File: src/rtl/display_scan_sequencer_if.sv
// Load channel for display_scan_sequencer: a new 16-bit hex value and its
// decimal-point mask, transferred on load_valid && load_ready.
interface display_scan_sequencer_if;
    logic        load_valid;
    logic        load_ready;
    logic [15:0] load_value;
    logic [3:0]  load_dp;

    modport master (
        output load_valid,
        output load_value,
        output load_dp,
        input  load_ready
    );

    modport slave (
        input  load_valid,
        input  load_value,
        input  load_dp,
        output load_ready
    );
endinterface

File: src/rtl/display_scan_sequencer.sv
// Four-digit multiplexed 7-segment scan driver with anti-ghost blanking and frame-aligned loads.
// Optional feature macro: LEADING_ZERO_SUPPRESS_EN (blank digits above the highest nonzero digit).
module display_scan_sequencer #(
    parameter int DWELL_CYCLES = 50000,
    parameter int BLANK_CYCLES = 500
) (
    input  logic                           clk,
    input  logic                           rst_n,
    display_scan_sequencer_if.slave        load,
    output logic [1:0]                     select,
    output logic [6:0]                     seg_n,
    output logic                           dp_n,
    output logic                           frame_end
);
    localparam int MAX_CYC = (DWELL_CYCLES > BLANK_CYCLES) ? DWELL_CYCLES : BLANK_CYCLES;
    localparam int CNT_W   = (MAX_CYC > 1) ? $clog2(MAX_CYC) : 1;
    localparam logic [CNT_W-1:0] DWELL_LAST = CNT_W'(DWELL_CYCLES - 1);
    localparam logic [CNT_W-1:0] BLANK_LAST = CNT_W'((BLANK_CYCLES > 0) ? (BLANK_CYCLES - 1) : 0);
    localparam bit HAS_BLANK = (BLANK_CYCLES > 0);

    typedef enum logic [0:0] {
        ST_BLANK = 1'b0,
        ST_SHOW  = 1'b1
    } state_t;

    function automatic logic [6:0] hex_to_seg_n(input logic [3:0] hex);
        logic [6:0] seg;
        case (hex)
            4'h0:    seg = 7'b1000000;
            4'h1:    seg = 7'b1111001;
            4'h2:    seg = 7'b0100100;
            4'h3:    seg = 7'b0110000;
            4'h4:    seg = 7'b0011001;
            4'h5:    seg = 7'b0010010;
            4'h6:    seg = 7'b0000010;
            4'h7:    seg = 7'b1111000;
            4'h8:    seg = 7'b0000000;
            4'h9:    seg = 7'b0010000;
            4'hA:    seg = 7'b0001000;
            4'hB:    seg = 7'b0000011;
            4'hC:    seg = 7'b1000110;
            4'hD:    seg = 7'b0100001;
            4'hE:    seg = 7'b0000110;
            4'hF:    seg = 7'b0001110;
            default: seg = 7'b1111111;
        endcase
        return seg;
    endfunction

`ifdef LEADING_ZERO_SUPPRESS_EN
    function automatic logic [1:0] top_digit(input logic [15:0] value);
        logic [1:0] idx;
        if (value[15:12] != 4'h0) begin
            idx = 2'd3;
        end else if (value[11:8] != 4'h0) begin
            idx = 2'd2;
        end else if (value[7:4] != 4'h0) begin
            idx = 2'd1;
        end else begin
            idx = 2'd0;
        end
        return idx;
    endfunction
`endif

    state_t           state_r, state_nx_s;
    logic [1:0]       digit_r, digit_nx_s;
    logic [CNT_W-1:0] cnt_r, cnt_nx_s;
    logic             frame_end_r, frame_end_nx_s;
    logic [6:0]       seg_n_r, seg_show_s;
    logic             dp_n_r;
    logic [3:0]       digit_hex_s;
    logic [15:0]      shadow_value_r, pending_value_r;
    logic [3:0]       shadow_dp_r, pending_dp_r;
    logic             pending_full_r;
    logic             take_s, commit_s;

    // Phase sequencing: blank, then dwell, then advance digit.
    always_comb begin
        state_nx_s = state_r;
        digit_nx_s = digit_r;
        cnt_nx_s   = cnt_r;
        case (state_r)
            ST_BLANK: begin
                if (!HAS_BLANK || (cnt_r == BLANK_LAST)) begin
                    state_nx_s = ST_SHOW;
                    cnt_nx_s   = '0;
                end else begin
                    cnt_nx_s = cnt_r + 1'b1;
                end
            end
            ST_SHOW: begin
                if (cnt_r == DWELL_LAST) begin
                    digit_nx_s = digit_r + 2'd1;
                    cnt_nx_s   = '0;
                    if (HAS_BLANK) begin
                        state_nx_s = ST_BLANK;
                    end else begin
                        state_nx_s = ST_SHOW;
                    end
                end else begin
                    cnt_nx_s = cnt_r + 1'b1;
                end
            end
            default: begin
                state_nx_s = ST_SHOW;
                digit_nx_s = 2'd0;
                cnt_nx_s   = '0;
            end
        endcase
        // Registered pulse: asserted while the FSM sits in digit 3's final dwell cycle.
        frame_end_nx_s = (state_nx_s == ST_SHOW) && (digit_nx_s == 2'd3) && (cnt_nx_s == DWELL_LAST);
    end

    // FSM state, digit index and phase counter registers.
    always_ff @(posedge clk) begin
        if (!rst_n) begin
            if (HAS_BLANK) begin
                state_r <= ST_BLANK;
            end else begin
                state_r <= ST_SHOW;
            end
            digit_r     <= 2'd0;
            cnt_r       <= '0;
            frame_end_r <= 1'b0;
        end else begin
            state_r     <= state_nx_s;
            digit_r     <= digit_nx_s;
            cnt_r       <= cnt_nx_s;
            frame_end_r <= frame_end_nx_s;
        end
    end

    // Segment pattern for the digit currently being shown.
    always_comb begin
        digit_hex_s = shadow_value_r[{digit_r, 2'b00} +: 4];
        seg_show_s  = 7'h7F;
`ifdef LEADING_ZERO_SUPPRESS_EN
        if (digit_r > top_digit(shadow_value_r)) begin
            seg_show_s = 7'h7F;
        end else begin
            seg_show_s = hex_to_seg_n(digit_hex_s);
        end
`else
        seg_show_s = hex_to_seg_n(digit_hex_s);
`endif
    end

    // Extra output stage so segments line up with the decoder's registered select.
    always_ff @(posedge clk) begin
        if (!rst_n) begin
            seg_n_r <= 7'h7F;
            dp_n_r  <= 1'b1;
        end else if (state_r == ST_SHOW) begin
            seg_n_r <= seg_show_s;
            dp_n_r  <= ~shadow_dp_r[digit_r];
        end else begin
            seg_n_r <= 7'h7F;
            dp_n_r  <= 1'b1;
        end
    end

    assign take_s   = load.load_valid && !pending_full_r;
    assign commit_s = frame_end_r && pending_full_r;

    // One-deep pending buffer; its contents move to the shadow only at frame end.
    always_ff @(posedge clk) begin
        if (!rst_n) begin
            shadow_value_r  <= 16'h0000;
            shadow_dp_r     <= 4'h0;
            pending_value_r <= 16'h0000;
            pending_dp_r    <= 4'h0;
            pending_full_r  <= 1'b0;
        end else if (commit_s) begin
            shadow_value_r <= pending_value_r;
            shadow_dp_r    <= pending_dp_r;
            pending_full_r <= 1'b0;
        end else if (take_s) begin
            pending_value_r <= load.load_value;
            pending_dp_r    <= load.load_dp;
            pending_full_r  <= 1'b1;
        end else begin
            pending_full_r <= pending_full_r;
        end
    end

    assign load.load_ready = ~pending_full_r;
    assign select          = digit_r;
    assign seg_n           = seg_n_r;
    assign dp_n            = dp_n_r;
    assign frame_end       = frame_end_r;
endmodule

File: src/flat_wrapper.sv
// flat-port wrapper written by rule: the top's interface ports become plain ports
module display_scan_sequencer_flat 
#(
    parameter int DWELL_CYCLES = 50000,
    parameter int BLANK_CYCLES = 500
)
  (clk, rst_n, select, seg_n, dp_n, frame_end, load_load_valid, load_load_value, load_load_dp, load_load_ready);
  display_scan_sequencer_if load_i ();
  input  logic clk;
  input  logic rst_n;
  output logic [1:0] select;
  output logic [6:0] seg_n;
  output logic dp_n;
  output logic frame_end;
  input wire logic [$bits(load_i.load_valid)-1:0] load_load_valid;
  input wire logic [$bits(load_i.load_value)-1:0] load_load_value;
  input wire logic [$bits(load_i.load_dp)-1:0] load_load_dp;
  output wire logic [$bits(load_i.load_ready)-1:0] load_load_ready;
  assign load_i.load_valid = load_load_valid;
  assign load_i.load_value = load_load_value;
  assign load_i.load_dp = load_load_dp;
  assign load_load_ready = load_i.load_ready;
  display_scan_sequencer #(.DWELL_CYCLES(DWELL_CYCLES), .BLANK_CYCLES(BLANK_CYCLES)) u_core (.clk(clk), .rst_n(rst_n), .load(load_i), .select(select), .seg_n(seg_n), .dp_n(dp_n), .frame_end(frame_end));
endmodule
File: config.mk
export PLATFORM = sky130hd
export DESIGN_NAME = display_scan_sequencer_flat
export DESIGN_NICKNAME = d
export VERILOG_FILES = /design/src/rtl/display_scan_sequencer_if.sv /design/src/rtl/display_scan_sequencer.sv /design/src/flat_wrapper.sv
export SDC_FILE = /design/constraint.sdc
export NUM_CORES = 1
export LEC_CHECK = 0
export ABC_AREA = 1
export CELL_PAD_IN_SITES_DETAIL_PLACEMENT = 1
export CELL_PAD_IN_SITES_GLOBAL_PLACEMENT = 1
export CORE_MARGIN = 2
export CORE_UTILIZATION = 40
export DETAILED_ROUTE_END_ITERATION = 7
export PLACE_DENSITY = 0.81
export SLEW_MARGIN = 30
export SYNTH_ARGS = -nofsm -noshare
export SYNTH_HDL_FRONTEND = slang
export SYNTH_SLANG_ARGS = --single-unit
File: constraint.sdc
create_clock -name clk -period 1.9 [get_ports clk]
set_input_delay 0.38 -clock clk [delete_from_list [all_inputs] [get_ports clk]]
set_output_delay 0.38 -clock clk [all_outputs]
set_load 0.005 [all_outputs]
# After elaboration in Yosys (flattened, before gate mapping)
# Memories as Yosys holds them, arrays and structs flattened. A register that Yosys moved wholly into a read port is not among the register bits.
# Cells that the tools add are included.
# Widths: inputs -> output; s select.
# totals
ff_bits	62
mem_bits_ro	112
input_bits	23
output_inout_bits	12
wordCells	43
n_memories	1
# op_classes
addsub	2
magnitude_cmp	1
n_eq_ne	4
n_shift	1
muxes	10
bitwise_logic	5
reduce_logical	9
# mem_list
memory	depth	word_bits	read_ports	rd_ports_with_merged_regs	wr	line_no	source
(no name shown)	16	7	1	1	0	display_scan_sequencer.sv:28	case (hex)
# ops
cell	n
$eq 16x16->1 const B	2
$mux 16	2
$pmux 16 s2	1
$add 16x1->16 const B	1
$eq 16x9->1 const B	1
$shiftx 16x5->4	1
$not 1->1	5
$logic_and 1x1->1	4
$mux 2	2
$reduce_and 2->1	2
$lt 2x3->1 const B	1
$mux 1	3
$add 2x1->2 const B	1
$bmux 1 s2	1
$eq 2x2->1 const B	1
$logic_not 1->1	2
$pmux 1 s2	1
$reduce_or 2->1	1

# Logic depth before layout (Yosys ltp)
# Gate-level depths: netlist of the first run.
# logic_depth
ltp_word	6
mapped_depth	11

# Worst setup path after synthesis of the first run
# OpenSTA, ideal clock, no wires.
# synth_path
path_kind	register to register
start	register u_core.digit_r[0] (netlist: u_core.select[0])
end	register u_core.seg_n_r[6] (netlist: u_core.seg_n[6])
setup_time_ns	0.122
arrival_ns	1.481
t_required_ns	1.778
slack_ns	0.296
stages_incl_launch_ff	11
path_buffers	0
path_cell_list	dfxtp_1 -> clkinv_1 -> nand2_1 -> nand3_1 -> nand2_1 -> inv_1 -> ha_1 -> nand2_1 -> nand2_1 -> a21oi_1 -> o31ai_1
# synth_between
elab_chain_cells	1
# synth_rtl
item	line_no	source
from (decl)	display_scan_sequencer.sv:67	logic [1:0] digit_r, digit_nx_s;
from (signal assigned)	display_scan_sequencer.sv:128	digit_r <= digit_nx_s;
$shiftx 16x5->4	display_scan_sequencer.sv:136	digit_hex_s = shadow_value_r[{digit_r, 2'b00} +: 4];
to (decl)	display_scan_sequencer.sv:70	logic [6:0] seg_n_r, seg_show_s;
# Every way passes these cells.
# A chain may end at the register's enable or synchronous reset.

# Final worst setup path of the first run
# layout_path
start	register u_core.digit_r[1] (netlist: u_core.select[1])
end	output select[1]
# layout_lines
item	line_no	source
to (decl)	flat_wrapper.sv:11	output logic [1:0] select;
# No word-level cell between the ends.

==> results.md, run 1 <==
- Setup_tns: 0 ps
- Worst Hold Slack: 464 ps
- Post-synth top area cell: dfxtp_1
- Yosys reg bits: 69
- CTS tree: done
- Clk_lat worst skew: 360 ps
- Post-synth EDFFs: 0
- IO Port Bufs: 34
- CTS root buffer: clkbuf_8
- WP buf/inv: 2
- CTS Sinks: 69
- DRT antenna net count: 0
- Synth Cell Area: 3060 sq um
- HPWL Detailed: 5900 microns
- First-pass GRT wire length: 14200 microns
- Top FF cell, synth: dfxtp_1
- Pin count of the biggest net entering global routing: 41
- Power Density: 824 nW/um^2
- Worst Path Required: 1520 ps
- Initial antenna violation count: 0
- Final setup vio count: 0
- Gr ovfl total: 0
- Main combinational cell family by area after synthesis: simple AND/OR/NAND/NOR gates
- GP Congestion: 0.853
- Die span in x: 91.5 microns
- Synth Area in XOR/XNOR: 0.0171
- Mean Syn Cell Area: 6.92 sq um
- Clock Skew: 8.69 ps
- Max Cap Viol: 0
- Final wirelength: 8150 microns
- Synth unique cells: 27
- Cells along the critical path: buf_4, clkdlybuf4s50_1
- Max IR drop VDD: 0.403 mV
- Share of cells above drive strength 1: 0.0723
- Slew at the pin with the worst max-slew slack: 614 ps
- Area grow syn2layout: 23.0%
- Complex-gate fraction of the synthesized area: 0.106
- Hold Crit Class: reg2reg
- Wire length per cell: 14.0 microns
- RSZ-0062 raised after global routing: false
- Yosys warnings: 0
- Outcome: completed
- Cells after synthesis: 443
- Number of buffers created by CTS: 9
- Worst Setup End Kind: output pin
- Simple-gate share of the synthesized area: 0.333
- Leakage power: 1.53 nW
- Setup Buffers After CTS: 0
- CP max stage cell: clkdlybuf4s50_1
- Die extent in y: 91.5 microns
- GR Util All Layers: 0.213
- Worst slack, placed: 103 ps
- # nets final: 510
- Via density: 4.92
- Via Count: 2868
- Top-count cell post-synth: nor2_1
- I/O Pins: 35
- Fmax achieved: 554 MHz
- Final worst path period share: 0.949
- Syn Nets: 473
- Iteration-0 DRC Markers: 66
- CTS Buffer Depth: 2
- Starting density of the core: 0.418
- WS Path Type: reg2out
- Row Count: 31
- Slew HR: 0.590
- Commonest cells post-synth: 125 x nor2_1, 83 x nand2_1, 69 x dfxtp_1
- Fill cell count: 941
- CORE AREA: 7330 sq um
- H-tree Lvls: 3
- ANT cells: 0
- Max Slew Vio Count: 0
- Multi-input logic area: 1490 sq um
- Number of global-route vias before repair: 3034
- Minimum clock period: 1800 ps
- Die Area: 8380 sq um
- DR pass1 iterations: 4
- Seq/Total Area, Yosys: 0.451
- Post-Route Utilization: 0.514
- Sequential cell area: 1390 sq um
- Mux share of post-synthesis cell area: 0
- Slowest cell delay on critical path: 510 ps
- Ys async rst share: 0
- Data arrival time of the critical path: 1420 ps
- Adder-cell share of the synthesized area: 0.0286
- Synth area leaders: dfxtp_1 45%, nor2_1 15%, nand2_1 10%
- Final worst slack: 96.3 ps
- Crit Path Max Fanout: 8
- CP delay by family, top: buffers and inverters
- Critical Path Start Type: register
- # DRC: 0
- Hold violation count in the final report: 0
- Share of the synthesized area in the top cell type: 0.451
- Clock transition at path regs: 80 ps
==> flip-flops by register name, indices dropped and copies added, names as in the netlist <==
register / count
u_core.cnt_r: 16
u_core.pending_dp_r: 4
u_core.state_r: 1
u_core.select: 2
u_core.pending_full_r: 1
u_core.frame_end: 1
u_core.pending_value_r: 16
u_core.shadow_value_r: 16
u_core.seg_n: 7
u_core.shadow_dp_r: 4
u_core.dp_n: 1
==> where the power goes <==
part           switching, mW  internal, mW
Clock                  0.572         0.866
Sequential            0.0225          1.49
Combinational         0.0800        0.0777
==> per-stage QoR <==
stage	std cells	area [sq um]	total power, mW
4_1_cts	583	3760	3.14
6_report	583	3770	3.10
5_1_grt	583	3770	3.22
3_3_place_gp	568	3530	1.69
3_5_place_dp	568	3530	1.70
2_1_floorplan	443	3060	1.62
==> worst paths after layout <==
kind | start | to | slack, ps | cells past startpoint
hold / removal | u_core.cnt_r[0] | u_core.cnt_r[0] | 460 | 1
hold reg to reg | u_core.cnt_r[0] | u_core.cnt_r[0] | 460 | 1
setup reg to reg | u_core.cnt_r[0] | u_core.frame_end | 190 | 11
setup / recovery | u_core.select[1] | select[1] | 100 | 2
==> metal layers <==
layer	global-route usage	vias to the layer above	part of all wire
met5	0	-	0
met4	0.110	0	0.028
met3	0.0340	18	0.025
met2	0.380	41	0.50
met1	0.243	1320	0.44
li1	-	1489	-
==> cells by family (layout without fill, tap and decap cells) <==
group | count (synthesis) | in the layout
xor gates and xnor gates | 6 | 6
adders and majority gates | 7 | 7
and+or+nand+nor | 251 | 251
AOI/OAI and AO/OA | 60 | 60
DFF | 69 | 69
buffers and inverters | 50 | 91
==> repair_timing <==
item / 4_1_cts / 5_1_grt
hold buffers: 0 / 0
gates resized for setup: 1 / 4
endpoints found under the setup margin: 1 / 6
endpoints found under the hold margin: 0 / 0
gates cloned: 0 / 0
==> final cells by class <==
class                           count  area share
Sequential cell                    69       0.368
Multi-Input combinational cell    324       0.395
Clock buffer                        9      0.0329
Timing Repair Buffer               44       0.110
Tap cell                           99      0.0329
Clock inverter                      6      0.0299
Inverter                           32      0.0319
==> cells in the final DEF, fill, tap and decap left out, types with 2 or more instances in the layout <==
master	Yosys	routed
clkbuf_8	0	9
bufinv_16	0	3
nand3_1	28	28
nand4_1	4	4
ha_1	7	7
dfxtp_2	0	3
a21oi_1	3	3
a31oi_1	2	2
nor2_2	2	2
nor3_1	6	6
buf_4	1	10
o21bai_1	3	3
o211ai_1	2	2
clkinv_4	0	2
nand3_2	2	2
o21ai_0	46	46
inv_1	31	31
nor2_1	125	125
clkdlybuf4s50_1	0	34
nand2_1	83	82
xor2_1	5	5
dfxtp_1	69	66
No activity file was read; power rests on OpenSTA's default activity.
==> run 2, diff against run 1 <==
--- a/config.mk
+++ b/config.mk
@@ -10,8 +10,10 @@
 export CELL_PAD_IN_SITES_GLOBAL_PLACEMENT = 1
 export CORE_MARGIN = 2
 export CORE_UTILIZATION = 40
+export CTS_CLUSTER_SIZE = 24
 export DETAILED_ROUTE_END_ITERATION = 7
 export PLACE_DENSITY = 0.81
+export REMOVE_ABC_BUFFERS = 1
 export SLEW_MARGIN = 30
 export SYNTH_ARGS = -nofsm -noshare
 export SYNTH_HDL_FRONTEND = slang
==> run 2 against run 1 <==
Clock skew grew 0.83 ps. Clock-buffer cell count is the same. Non-clock buffer count grew 3. Hold slack lost 3.7 ps. Worst setup slack gained 15 ps. Cell area shrank 1.1%. Die area is the same. Total power shrank 11%.
==> results.md, run 2 (synthesis results as in run 1) <==
- Outcome: completed
- Starting density of the core: 0.418 (unchanged)
- Number of buffers created by CTS: 9 (unchanged)
- Setup crit start: u_core.select[0]
- Met3 GRT Util: 0.0523 (+0.0183)
- Final worst path period share: 0.942 (-0.00767)
- Worst R2R Path Depth: 10 (-1)
- Critical Path Start Type: register
- Biggest regs: u_core.cnt_r (16), u_core.pending_value_r (16), u_core.shadow_value_r (16)
- CTS root buffer: clkbuf_8
- Comb power frac: 0.057 (+0.006)
- Share of cells above drive strength 1: 0.0758 (+0.00351)
- Initial antenna violation count: 0 (unchanged)
- First-pass GRT wire length: 13500 microns (-4.9%)
- Number of global-route vias before repair: 2952 (-2.7%)
- DR pass1 iterations: 4 (unchanged)
- Final wirelength: 7670 microns (-5.9%)
- Worst r2r src: u_core.cnt_r[0]
- Final setup vio count: 0 (unchanged)
- GP Congestion: 0.824 (-3.5%)
- Cells along the critical path: buf_4, clkdlybuf4s50_1
- # nets final: 513 (+0.59%)
- Switching Share: 0.261 (+0.0434)
- Area grow syn2layout: 21.7%
- HPWL Detailed: 5670 microns (-3.9%)
- I/O Pins: 35 (unchanged)
- Die span in x: 91.5 microns (unchanged)
- Dpl cells: 571 (+0.53%)
- Row Count: 31 (unchanged)
- Clock transition at path regs: 80 ps (about the same)
- Max IR drop VDD: 0.470 mV (+17%)
- Iteration-0 DRC Markers: 59 (-11%)
- Final std cells w/o fill: 587 (+0.69%)
- Via Count: 2882 (+0.49%)
- DRT antenna net count: 0 (unchanged)
- Clock Skew: 9.52 ps (+0.832 ps)
- Pint: 2.04 mW (-16%)
- Gr busiest metal: met2
- Sequential cell area: 1380 sq um (about the same)
- P_sw: 720 uW (+6.7%)
- Max Slew Vio Count: 0 (unchanged)
- Die Area: 8380 sq um (unchanged)
- CTS Buffer Depth: 2 (unchanged)
- H-tree Lvls: 3 (unchanged)
- Fmax achieved: 559 MHz (+0.82%)
- Post-Route Utilization: 0.509 (-0.00546)
- Gr ovfl total: 0 (unchanged)
- Setup Buffers After CTS: 0 (unchanged)
- Flop-to-flop setup slack: 240 ps (+50 ps)
- Slowest cell delay on critical path: 530 ps (+20 ps)
- Most common cell after layout, fill and taps aside: nor2_1
- Most frequent cells in the layout: 125 x nor2_1, 82 x nand2_1, 67 x dfxtp_1
- Crit Path Max Fanout: 13 (+5)
- Multi-input logic area: 1490 sq um (unchanged)
- CTS hold repair buffers: 0 (unchanged)
- Hold violation count in the final report: 0 (unchanged)
- Power Density: 741 nW/um^2 (-10%)
- Clock share of power: 0.397 (-0.066)
- IO Port Bufs: 34 (unchanged)
- Worst Setup End Kind: output pin
- GR Util All Layers: 0.200 (-0.0125)
- Slew at the pin with the worst max-slew slack: 618 ps (+3.92 ps)
- Grt met1 use: 0.248 (+0.00488)
- Leakage power: 1.51 nW (-1.4%)
- R2r endpoint: u_core.frame_end
- Max Cap Viol: 0 (unchanged)
- Seq pwr share: 0.546 (+0.060)
- CORE AREA: 7330 sq um (unchanged)
- Wire length per cell: 13.1 microns (-6.5%)
- # DRC: 0 (unchanged)
- CTS Sinks: 69 (unchanged)
- Minimum clock period: 1790 ps (-14.6 ps)
- CTS tree: done
- ANT cells: 0 (unchanged)
- Worst Hold Slack: 461 ps (-3.66 ps)
- Post-cts gate resize count: 0 (-1)
- Via density: 4.91 (-0.20%)
- Fill cell count: 959 (+1.9%)
- Setup crit end: select[0]
- Data arrival time of the critical path: 1410 ps (about the same)
- Worst Path Required: 1520 ps (about the same)
- Pin count of the biggest net entering global routing: 37 (-9.8%)
- WS Path Type: reg2out
- Die extent in y: 91.5 microns (unchanged)
- Setup_tns: 0 ps (unchanged)
- CP max stage cell: clkdlybuf4s50_1
- Slew HR: 0.588 (-0.00262)
- Clk_lat worst skew: 360 ps (about the same)
- Met2 usage: 0.341 (-0.0386)
- Hold Crit Class: reg2reg
- RSZ-0062 raised after global routing: false
-- run 2: how the worst min path moves through the flow --
stage,startpoint,endpoint,slack (ps),cells past startpoint
floorplan,u_core.shadow_value_r[1],u_core.shadow_value_r[1],420,2
global placement,u_core.shadow_value_r[1],u_core.shadow_value_r[1],440,2
detailed placement,u_core.shadow_value_r[1],u_core.shadow_value_r[1],450,2
CTS,u_core.shadow_value_r[1],u_core.shadow_value_r[1],460,2
global route,u_core.shadow_value_r[1],u_core.shadow_value_r[1],490,2
finish,u_core.shadow_value_r[1],u_core.shadow_value_r[1],460,2
-- run 2: power groups by stage --
stage	Clock (mW)	Combinational [mW]	Sequential [mW]
after CTS	1.12	0.161	1.51
after global placement	0	0.154	1.54
final	1.10	0.158	1.51
after global routing	1.21	0.182	1.51
after floorplan	0	0.0726	1.53
after detailed placement	0	0.160	1.54
-- run 2: layout make-up --
| type | count | share of cell area |
|---|---|---|
| multi-input cells | 324 | 0.399 |
| clock inverters | 7 | 0.0138 |
| well taps | 99 | 0.0332 |
| inverters | 32 | 0.0322 |
| clock buffers | 9 | 0.0332 |
| flip-flops and latches | 69 | 0.371 |
| repair buffers | 47 | 0.117 |
-- run 2: worst max-delay path: cells and delay by family, from the launching register on --
kind	cells	cell delay [ps]
buf+inv	2	720
flops	1	340
-- run 2: routing by layer --
metal  part of all wire  wire length, microns
met3              0.028                   217
met4              0.011                    83
met5                  0                     0
met1               0.47                  3620
met2               0.49                  3750
-- run 2: through the flow --
stage               setup slack, ps  power, mW  instance area (sq um)
floorplan                      73.4       1.61                   2990
global placement                204       1.69                   3550
detailed placement              195       1.70                   3550
CTS                            22.6       2.79                   3720
global route                   6.59       2.91                   3730
finish                          111       2.76                   3730
